**src/rtl/timer_dev.sv**
```systemverilog
// timer_dev: memory-mapped countdown timer (CTRL/PRESET/COUNT) driving one CP0 HWInt line.
// Define TIMER_AUTO_RELOAD_EN to implement auto-reload mode (Mode = 01); otherwise every mode is one-shot.
module timer_dev (
  input  logic        clk,
  input  logic        reset,
  input  logic [1:0]  Addr,
  input  logic        WE,
  input  logic [31:0] Din,
  output logic [31:0] Dout,
  output logic        IRQ
);

  localparam int unsigned DATA_W = 32;
  localparam int unsigned CTRL_W = 4;

  localparam logic [1:0] ADDR_CTRL   = 2'd0;
  localparam logic [1:0] ADDR_PRESET = 2'd1;
  localparam logic [1:0] ADDR_COUNT  = 2'd2;

  typedef enum logic [1:0] {
    ST_IDLE = 2'd0,
    ST_LOAD = 2'd1,
    ST_CNT  = 2'd2,
    ST_INT  = 2'd3
  } state_t;

  state_t              state, state_nxt;
  logic [CTRL_W-1:0]   ctrl, ctrl_nxt;
  logic [DATA_W-1:0]   preset, preset_nxt;
  logic [DATA_W-1:0]   count, count_nxt;
  logic                irq_flag, irq_flag_nxt;

  logic enable;
  logic irq_mask;
  logic reload;
  logic wr_ctrl;
  logic wr_preset;

  assign enable    = ctrl[0];
  assign irq_mask  = ctrl[3];
  assign wr_ctrl   = WE && (Addr == ADDR_CTRL);
  assign wr_preset = WE && (Addr == ADDR_PRESET);

`ifdef TIMER_AUTO_RELOAD_EN
  assign reload = (ctrl[2:1] == 2'b01);
`else
  assign reload = 1'b0;
`endif

  // State and programmer-visible registers
  always_ff @(posedge clk or posedge reset) begin
    if (reset) begin
      state    <= ST_IDLE;
      ctrl     <= '0;
      preset   <= '0;
      count    <= '0;
      irq_flag <= 1'b0;
    end else begin
      state    <= state_nxt;
      ctrl     <= ctrl_nxt;
      preset   <= preset_nxt;
      count    <= count_nxt;
      irq_flag <= irq_flag_nxt;
    end
  end

  // Next-state and datapath; software writes are applied last so they win
  always_comb begin
    state_nxt    = state;
    ctrl_nxt     = ctrl;
    preset_nxt   = preset;
    count_nxt    = count;
    irq_flag_nxt = irq_flag;

    case (state)
      ST_IDLE: begin
        if (enable) state_nxt = ST_LOAD;
      end
      ST_LOAD: begin
        count_nxt = preset;
        state_nxt = ST_CNT;
      end
      ST_CNT: begin
        if (!enable) begin
          state_nxt = ST_IDLE;
        end else if (count > DATA_W'(1)) begin
          count_nxt = count - DATA_W'(1);
        end else begin
          count_nxt    = '0;
          irq_flag_nxt = 1'b1;
          state_nxt    = ST_INT;
        end
      end
      ST_INT: begin
        if (reload) begin
          irq_flag_nxt = 1'b0;
          state_nxt    = ST_LOAD;
        end else begin
          ctrl_nxt[0] = 1'b0;
          state_nxt   = ST_IDLE;
        end
      end
      default: state_nxt = ST_IDLE;
    endcase

    if (wr_ctrl) begin
      ctrl_nxt     = CTRL_W'(Din);
      irq_flag_nxt = 1'b0;
    end
    if (wr_preset) begin
      preset_nxt   = Din;
      irq_flag_nxt = 1'b0;
    end
  end

  // Combinational read port
  always_comb begin
    Dout = '0;
    case (Addr)
      ADDR_CTRL:   Dout = DATA_W'(ctrl);
      ADDR_PRESET: Dout = preset;
      ADDR_COUNT:  Dout = count;
      default:     Dout = '0;
    endcase
  end

  assign IRQ = irq_flag & irq_mask;

endmodule

```
**config.mk**
```make
export PLATFORM = sky130hd
export DESIGN_NAME = timer_dev
export DESIGN_NICKNAME = d
export VERILOG_FILES = /design/src/rtl/timer_dev.sv
export SDC_FILE = /design/constraint.sdc
export NUM_CORES = 1
export LEC_CHECK = 0
export CORE_MARGIN = 3
export CORE_UTILIZATION = 55
export CTS_BUF_LIST = sky130_fd_sc_hd__clkbuf_4 sky130_fd_sc_hd__clkbuf_8
export DETAILED_ROUTE_END_ITERATION = 10
export PLACE_DENSITY = 0.82
export SLEW_MARGIN = 5
export SYNTH_ARGS = -nofsm -noshare
export SYNTH_HDL_FRONTEND = slang
export SYNTH_SLANG_ARGS = --single-unit
```
**constraint.sdc**
```tcl
create_clock -name clk -period 3 [get_ports clk]
set_clock_uncertainty 0.1 [all_clocks]
set_input_delay 0.45 -clock clk [delete_from_list [all_inputs] [get_ports clk]]
set_output_delay 0.45 -clock clk [all_outputs]
set_load 0.005 [all_outputs]
```
==> summary.md <==
| Metric | Value |
|---|---|
| Final ANT Viol Nets | `0` |
| # placed instances | `577` |
| Ys async rst share | `100.0%` |
| Sequential Power Share | `40.2%` |
| Post-synth EDFFs | `0` |
| Worst rel slew slack | `22.64%` |
| Largest net degree at the start of global routing | `72` |
| RSZ-0062 raised after global routing | `false` |
| Synthesized area | `4101 sq um` |
| Post-route DRC violation count | `0` |
| Synthesized Nets | `456` |
| Iteration-0 DRC Markers | `413` |
| HPWL reported at the end of detailed placement | `7751 um` |
| Share of Yosys cell area claimed by the top area cell type | `43.32%` |
| Critical Path AT | `2900 ps` |
| LEAKAGE | `2.132 nW` |
| Synth top area cells | `dfrtp_1 (43%), mux2_2 (9.6%), a22o_1 (7.7%)` |
| Multi-input gate area | `2155 sq um` |
| Status | `complete, no violations` |
| Setup TNS | `0 ps` |
| Critical Path Sink Type | `flop` |
| Mapped Avg Cell Area | `9.836 sq um` |
| Placed Area | `5030 sq um` |
| Post-CTS Hold Buffers | `0` |
| Synth Area in Adders | `0.6101%` |
| Total power draw | `4.213 mW` |
| Number of global-route vias before repair | `3600` |
| Share of cells above drive strength 1 | `17.81%` |
| Compound-gate portion of the synthesized area | `24.44%` |
| CP required | `3120 ps` |
| Synth warn | `0` |
| H-tree Lvls | `3` |
| Max cap viols | `0` |
| Combinational share of power | `43.3%` |
| I/O pin count | `70` |
| Fillers | `524` |
| FF-to-FF path depth | `7` |
| Sequential-to-total area share from yosys stat | `43.32%` |
| Cell Pwr Density | `810.2 nW/um^2` |
| Fmax | `359.8 MHz` |
| # clock sinks | `71` |
| Die area | `8529 sq um` |
| Final setup fails | `0` |
| Largest stage delay, worst path | `590 ps` |
| Unique masters post-synth | `56` |
| Synthesized instance count | `417` |
| Min-Delay Path Class | `in -> async` |
| Stages on the worst setup path | `7` |
| Final Worst Setup Slack | `220.9 ps` |
| Main flop type after synthesis | `dfrtp_1` |
| Core box area | `7019 sq um` |
| Top-count cell post-synth | `dfrtp_1` |
| Crit start category | `flop` |
| Worst-Skew Late Latency | `340 ps` |
| Combinational family with the most area after synthesis | `compound AO/OA/AOI/OAI gates` |
| TritonCTS clock tree | `yes` |
| Rows | `30` |
| Synth-to-layout area growth | `26.78%` |
| Die width | `92.36 um` |
| Largest delay share family, worst path | `simple AND/OR/NAND/NOR gates` |
| Tmin final | `2779 ps` |
| Critical-path cell list | `inv_1 -> ha_1 -> or4b_4 -> or3_2 -> o41ai_1 -> o31ai_1 -> a311o_1` |
| Via count | `3876` |
| Final core utilization | `74.08%` |
| Gr ovfl total | `0` |
| Finished Layout Cells | `590` |
| Initial Util | `58.43%` |
| Initial antenna violation count | `0` |
| Worst-path clk slew | `70 ps` |
| GRT Util Overall | `27.09%` |
| Mux cell area share after synthesis | `10.83%` |
| Post-CTS setup buffers | `0` |
| Top fanout value on the critical path | `13` |
| Cell internal pwr | `2.537 mW` |
| Clock Tree Root | `clkbuf_8` |
| Gates resized, CTS repair | `0` |
| GPL Wtd Cong | `0.8854` |
| First-pass GRT wire length | `18620 um` |
| Final hold violation count | `0` |
| Slowest-stage cell, CP | `or3_2` |
| Fraction of power consumed by the clock network | `16.4%` |
| Kind of critical path | `reg -> reg` |
| Buf/Inv on CP | `1` |
| Number of I/O port buffers | `69` |
| Final Cycle Share | `92.64%` |
| Slew @ Worst Pin | `1158 ps` |
| Area leader, netlist | `dfrtp_1` |
| Simple-gate share of the synthesized area | `16.29%` |
| Max Slew Vio Count | `0` |
| Cts bufs inserted | `9` |
| Routed Wire Length | `11310 um` |
| Hold slack | `412.0 ps` |
| Synth Register Bits | `71` |
| Avg Vias per Cell | `6.569` |
| Drt pass-1 iters | `5` |
| Synth Area in XOR/XNOR | `0%` |
| Setup Slack @ Placement | `251.1 ps` |
| Peak supply drop | `578.0 uV` |
| Ant diodes | `0` |
| Commonest cells post-synth | `dfrtp_1 (71), nand2_1 (41), a22o_1 (36)` |
| Switch Pwr | `1.676 mW` |
| Storage element area | `1777 sq um` |
| Clock buffer depth | `2` |
| Avg WL per Cell | `19.16 um` |
| # nets final | `531` |
| Die Span Y | `92.36 um` |
| Switch share | `39.77%` |
| Design area | `5200 sq um` |
[flip-flops by register name, summed over array words and instances, names as in the netlist]
register,count
preset,32
state,2
count,32
irq_flag,1
ctrl,4
[cell families (layout without fill, tap and decap cells)]
kind of cell,count (synthesis),in the layout
mux,40,40
flops,71,71
compound gates,130,130
simple gates,128,128
buf+inv,46,123
fa+ha+maj,2,2
[area by class of cell]
class,count,share of cell area [%]
clock buffer,12,3.176
multi-input combinational,300,41.43
inverter,12,0.8662
sequential,71,34.17
tap,96,2.310
timing repair buffer,98,17.95
clock inverter,1,0.09625
[power by group through the flow]
stage | sequential [mW] | clock (mW) | combinational (mW)
detailed placement | 1.69 | 0 | 1.79
global route | 1.74 | 0.749 | 2.01
global placement | 1.67 | 0 | 1.74
finish | 1.69 | 0.692 | 1.83
CTS | 1.68 | 0.706 | 1.80
floorplan | 1.54 | 0 | 1.22
[metal layers]
layer | track usage [%] | up-vias | routed length (um)
met3 | 4.143 | 27 | 816
met2 | 40.79 | 206 | 5297
li1 | - | 1754 | -
met1 | 40.03 | 1889 | 4940
met5 | 0 | - | 0
met4 | 9.035 | 0 | 252
[path summary, 6_finish.rpt]
kind / slack, ps / startpoint / endpoint
worst min register to register: 430 / preset[31]$_DFFE_PP0P_ / preset[31]$_DFFE_PP0P_
max in group asynchronous: 2070 / reset / preset[18]$_DFFE_PP0P_
worst max-delay path: 220 / count[0]$_DFFE_PP0P_ / count[20]$_DFFE_PP0P_
min in group clk: 430 / preset[31]$_DFFE_PP0P_ / preset[31]$_DFFE_PP0P_
worst min-delay path: 410 / reset / preset[5]$_DFFE_PP0P_
worst max register to register: 220 / count[0]$_DFFE_PP0P_ / count[20]$_DFFE_PP0P_
[cells in the final DEF (no fill, tap or decap), drive strengths merged, types with 2 or more instances in the layout]
| master | Yosys | layout |
|---|---|---|
| o41ai | 7 | 7 |
| nor2 | 15 | 15 |
| a221o | 4 | 4 |
| nand3 | 7 | 7 |
| or2 | 2 | 2 |
| a22o | 36 | 36 |
| nor2b | 3 | 3 |
| nand4 | 2 | 2 |
| or4 | 7 | 7 |
| or3 | 10 | 10 |
| nand3b | 4 | 4 |
| o22ai | 6 | 6 |
| and3 | 4 | 4 |
| mux2 | 35 | 35 |
| a31oi | 8 | 8 |
| inv | 12 | 12 |
| nor4 | 6 | 6 |
| nand2 | 41 | 41 |
| nor3 | 15 | 15 |
| dfrtp | 71 | 71 |
| o221ai | 4 | 4 |
| buf | 8 | 29 |
| o211ai | 2 | 2 |
| a311o | 2 | 2 |
| and2 | 4 | 4 |
| a22oi | 3 | 3 |
| a21oi | 10 | 10 |
| o21ai | 14 | 14 |
| clkbuf | 26 | 12 |
| clkdlybuf4s50 | 0 | 69 |
| o31ai | 20 | 20 |
| ha | 2 | 2 |
| o41a | 4 | 4 |
| mux2i | 5 | 5 |
[worst min-delay path: cells and delay by family]
family	cells	cell delay, ps
buf+inv	3	810
(Power assumes the default switching activity.)
==> RTL change: new RTL, config.mk and constraints unchanged <==
Add a define of `TIMER_AUTO_RELOAD_EN`.
--- a/src/rtl/timer_dev.sv
+++ b/src/rtl/timer_dev.sv
@@ -1,5 +1,7 @@
 // timer_dev: memory-mapped countdown timer (CTRL/PRESET/COUNT) driving one CP0 HWInt line.
 // Define TIMER_AUTO_RELOAD_EN to implement auto-reload mode (Mode = 01); otherwise every mode is one-shot.
+`define TIMER_AUTO_RELOAD_EN
+
 module timer_dev (
   input  logic        clk,
   input  logic        reset,
Formal check against the unedited RTL: not equivalent (a bounded check fails within 10 cycles, from zero or initial values and one cycle with reset high).
==> RTL change against the unedited design <==
- final cell count down 4.7%
- total power down 0.92%
- global-route usage down 0.74 points
- utilization down 1.2 points
- first-iteration DRC count down 25%
- highest routed layer unchanged
- sequential power up 2%
- area after synthesis down 3.8%
- setup slack better by 0.046 ns
- sequential cell count unchanged
- wire length down 8.5%
- largest power group is now sequential cells
- count of clock-buffer cells in the layout down 2
- cell area down 3.7%
- largest cell class unchanged
- combinational power down 13%
==> RTL change: results (changes against the unedited design) <==
| Metric | Value |
|---|---|
| Status | complete, no violations |
| Reg2reg end | count[2] |
| CP top delay family | buffers and inverters |
| Unique cell type count in the Yosys netlist | 53 (-5.4%) |
| CP max-delay cell | clkdlybuf4s50_1 |
| R2r setup slk | 0.51 ns (+0.29 ns) |
| Largest cells by area after synthesis | dfrtp_1 45%, mux2_2 10%, a22o_1 6.2% |
| GPL Wtd Cong | 0.901 (+1.8%) |
| Ant. Diodes | 0 (unchanged) |
| First-pass DRT Iterations | 5 (unchanged) |
| Peak supply drop | 0.428 mV (-26%) |
| Iter 0 DRT Violations | 311 (-25%) |
| Crit path max fanout | 33 (+20) |
| Leakage | 1.99 nW (-6.7%) |
| GRT Util Overall | 0.264 (-0.00742) |
| Syn_area_per_cell | 10.1 µm² (+2.3%) |
| Drt wl/cell | 18.4 µm (-3.9%) |
| Routed via count | 3515 (-9.3%) |
| Fin nets | 500 (-5.8%) |
| Synth Net Count | 431 (-5.5%) |
| Share of layout cells above drive strength 1 | 0.174 (-0.00432) |
| Clk Tree Root Cell | clkbuf_8 |
| CTS buffer count | 9 (unchanged) |
| Number of global-route vias before repair | 3554 (-1.3%) |
| Slew margin rel. | 0.568 (+0.342) |
| Worst-case reg-to-reg path depth | 8 (+1) |
| Most frequent cells after synthesis | 71 x dfrtp_1, 41 x nand2_1, 35 x mux2_2 |
| Placed insts | 546 (-5.4%) |
| Fillers | 524 (unchanged) |
| Setup crit end | Dout[31] |
| DP Wirelength | 7.10 mm (-8.4%) |
| Post-Layout Cell Count | 562 (-4.7%) |
| Crit path launch | Addr[0] |
| First-pass GRT wire length | 17.7 mm (-4.9%) |
| Critical path arrival | 2.18 ns (-0.72 ns) |
| Final setup vio count | 0 (unchanged) |
| Skew-Pair Late Insertion Delay | 0.36 ns (+0.02 ns) |
| Number of buffers added on ports | 69 (unchanged) |
| Sequential area share after synthesis | 0.450 (+0.0172) |
-- RTL change: area by class of cell --
| class | instances | share of cell area |
|---|---|---|
| tap | 96 | 0.0240 |
| multi-input combinational | 287 | 0.405 |
| sequential | 71 | 0.355 |
| clock buffer | 10 | 0.0275 |
| timing repair buffer | 85 | 0.167 |
| inverter | 7 | 0.00525 |
| clock inverter | 6 | 0.0167 |
-- RTL change: layer usage --
layer | vias up | global-route usage | share of wire
met3 | 18 | 0.0575 | 0.062
met4 | 0 | 0.0855 | 0.018
met2 | 143 | 0.428 | 0.48
met1 | 1721 | 0.351 | 0.44
met5 | - | 0 | 0
li1 | 1633 | - | -
-- RTL change: worst register-to-register path, stage by stage, from the launching register on --
cell       delay [ns]
dfrtp_1          0.46
inv_1            0.13
ha_1             0.27
o2111ai_1        0.38
o31ai_4          0.08
buf_4            0.19
nor2_1           0.51
nand2_1          0.11
o211ai_1         0.18
-- RTL change: logic make-up after synthesis --
| kind of cell | Yosys count | share of synthesized area |
|---|---|---|
| AOI/OAI and AO/OA | 114 | 0.211 |
| adders and majority gates | 2 | 0.00634 |
| buffers and inverters | 34 | 0.0368 |
| DFF | 71 | 0.450 |
| muxes | 40 | 0.113 |
| and+or+nand+nor | 131 | 0.183 |
-- RTL change: per-stage QoR --
step	hold slack [ns]	total power, W	setup WS [ns]	area, µm²	utilization
after floorplan	0.373	0.00269	0.653	3950	-
after global placement	0.398	0.00324	0.311	4790	0.697
after detailed placement	0.406	0.00330	0.273	4790	0.697
after CTS	0.405	0.00417	0.274	5010	0.729
after global routing	0.411	0.00445	0.158	5010	0.729
final	0.366	0.00417	0.267	5010	0.729
-- RTL change: report_power, final --
part | internal [W] | switching, W
clock network | 0.000488 | 0.000368
registers | 0.00127 | 0.000456
logic | 0.000777 | 0.000812
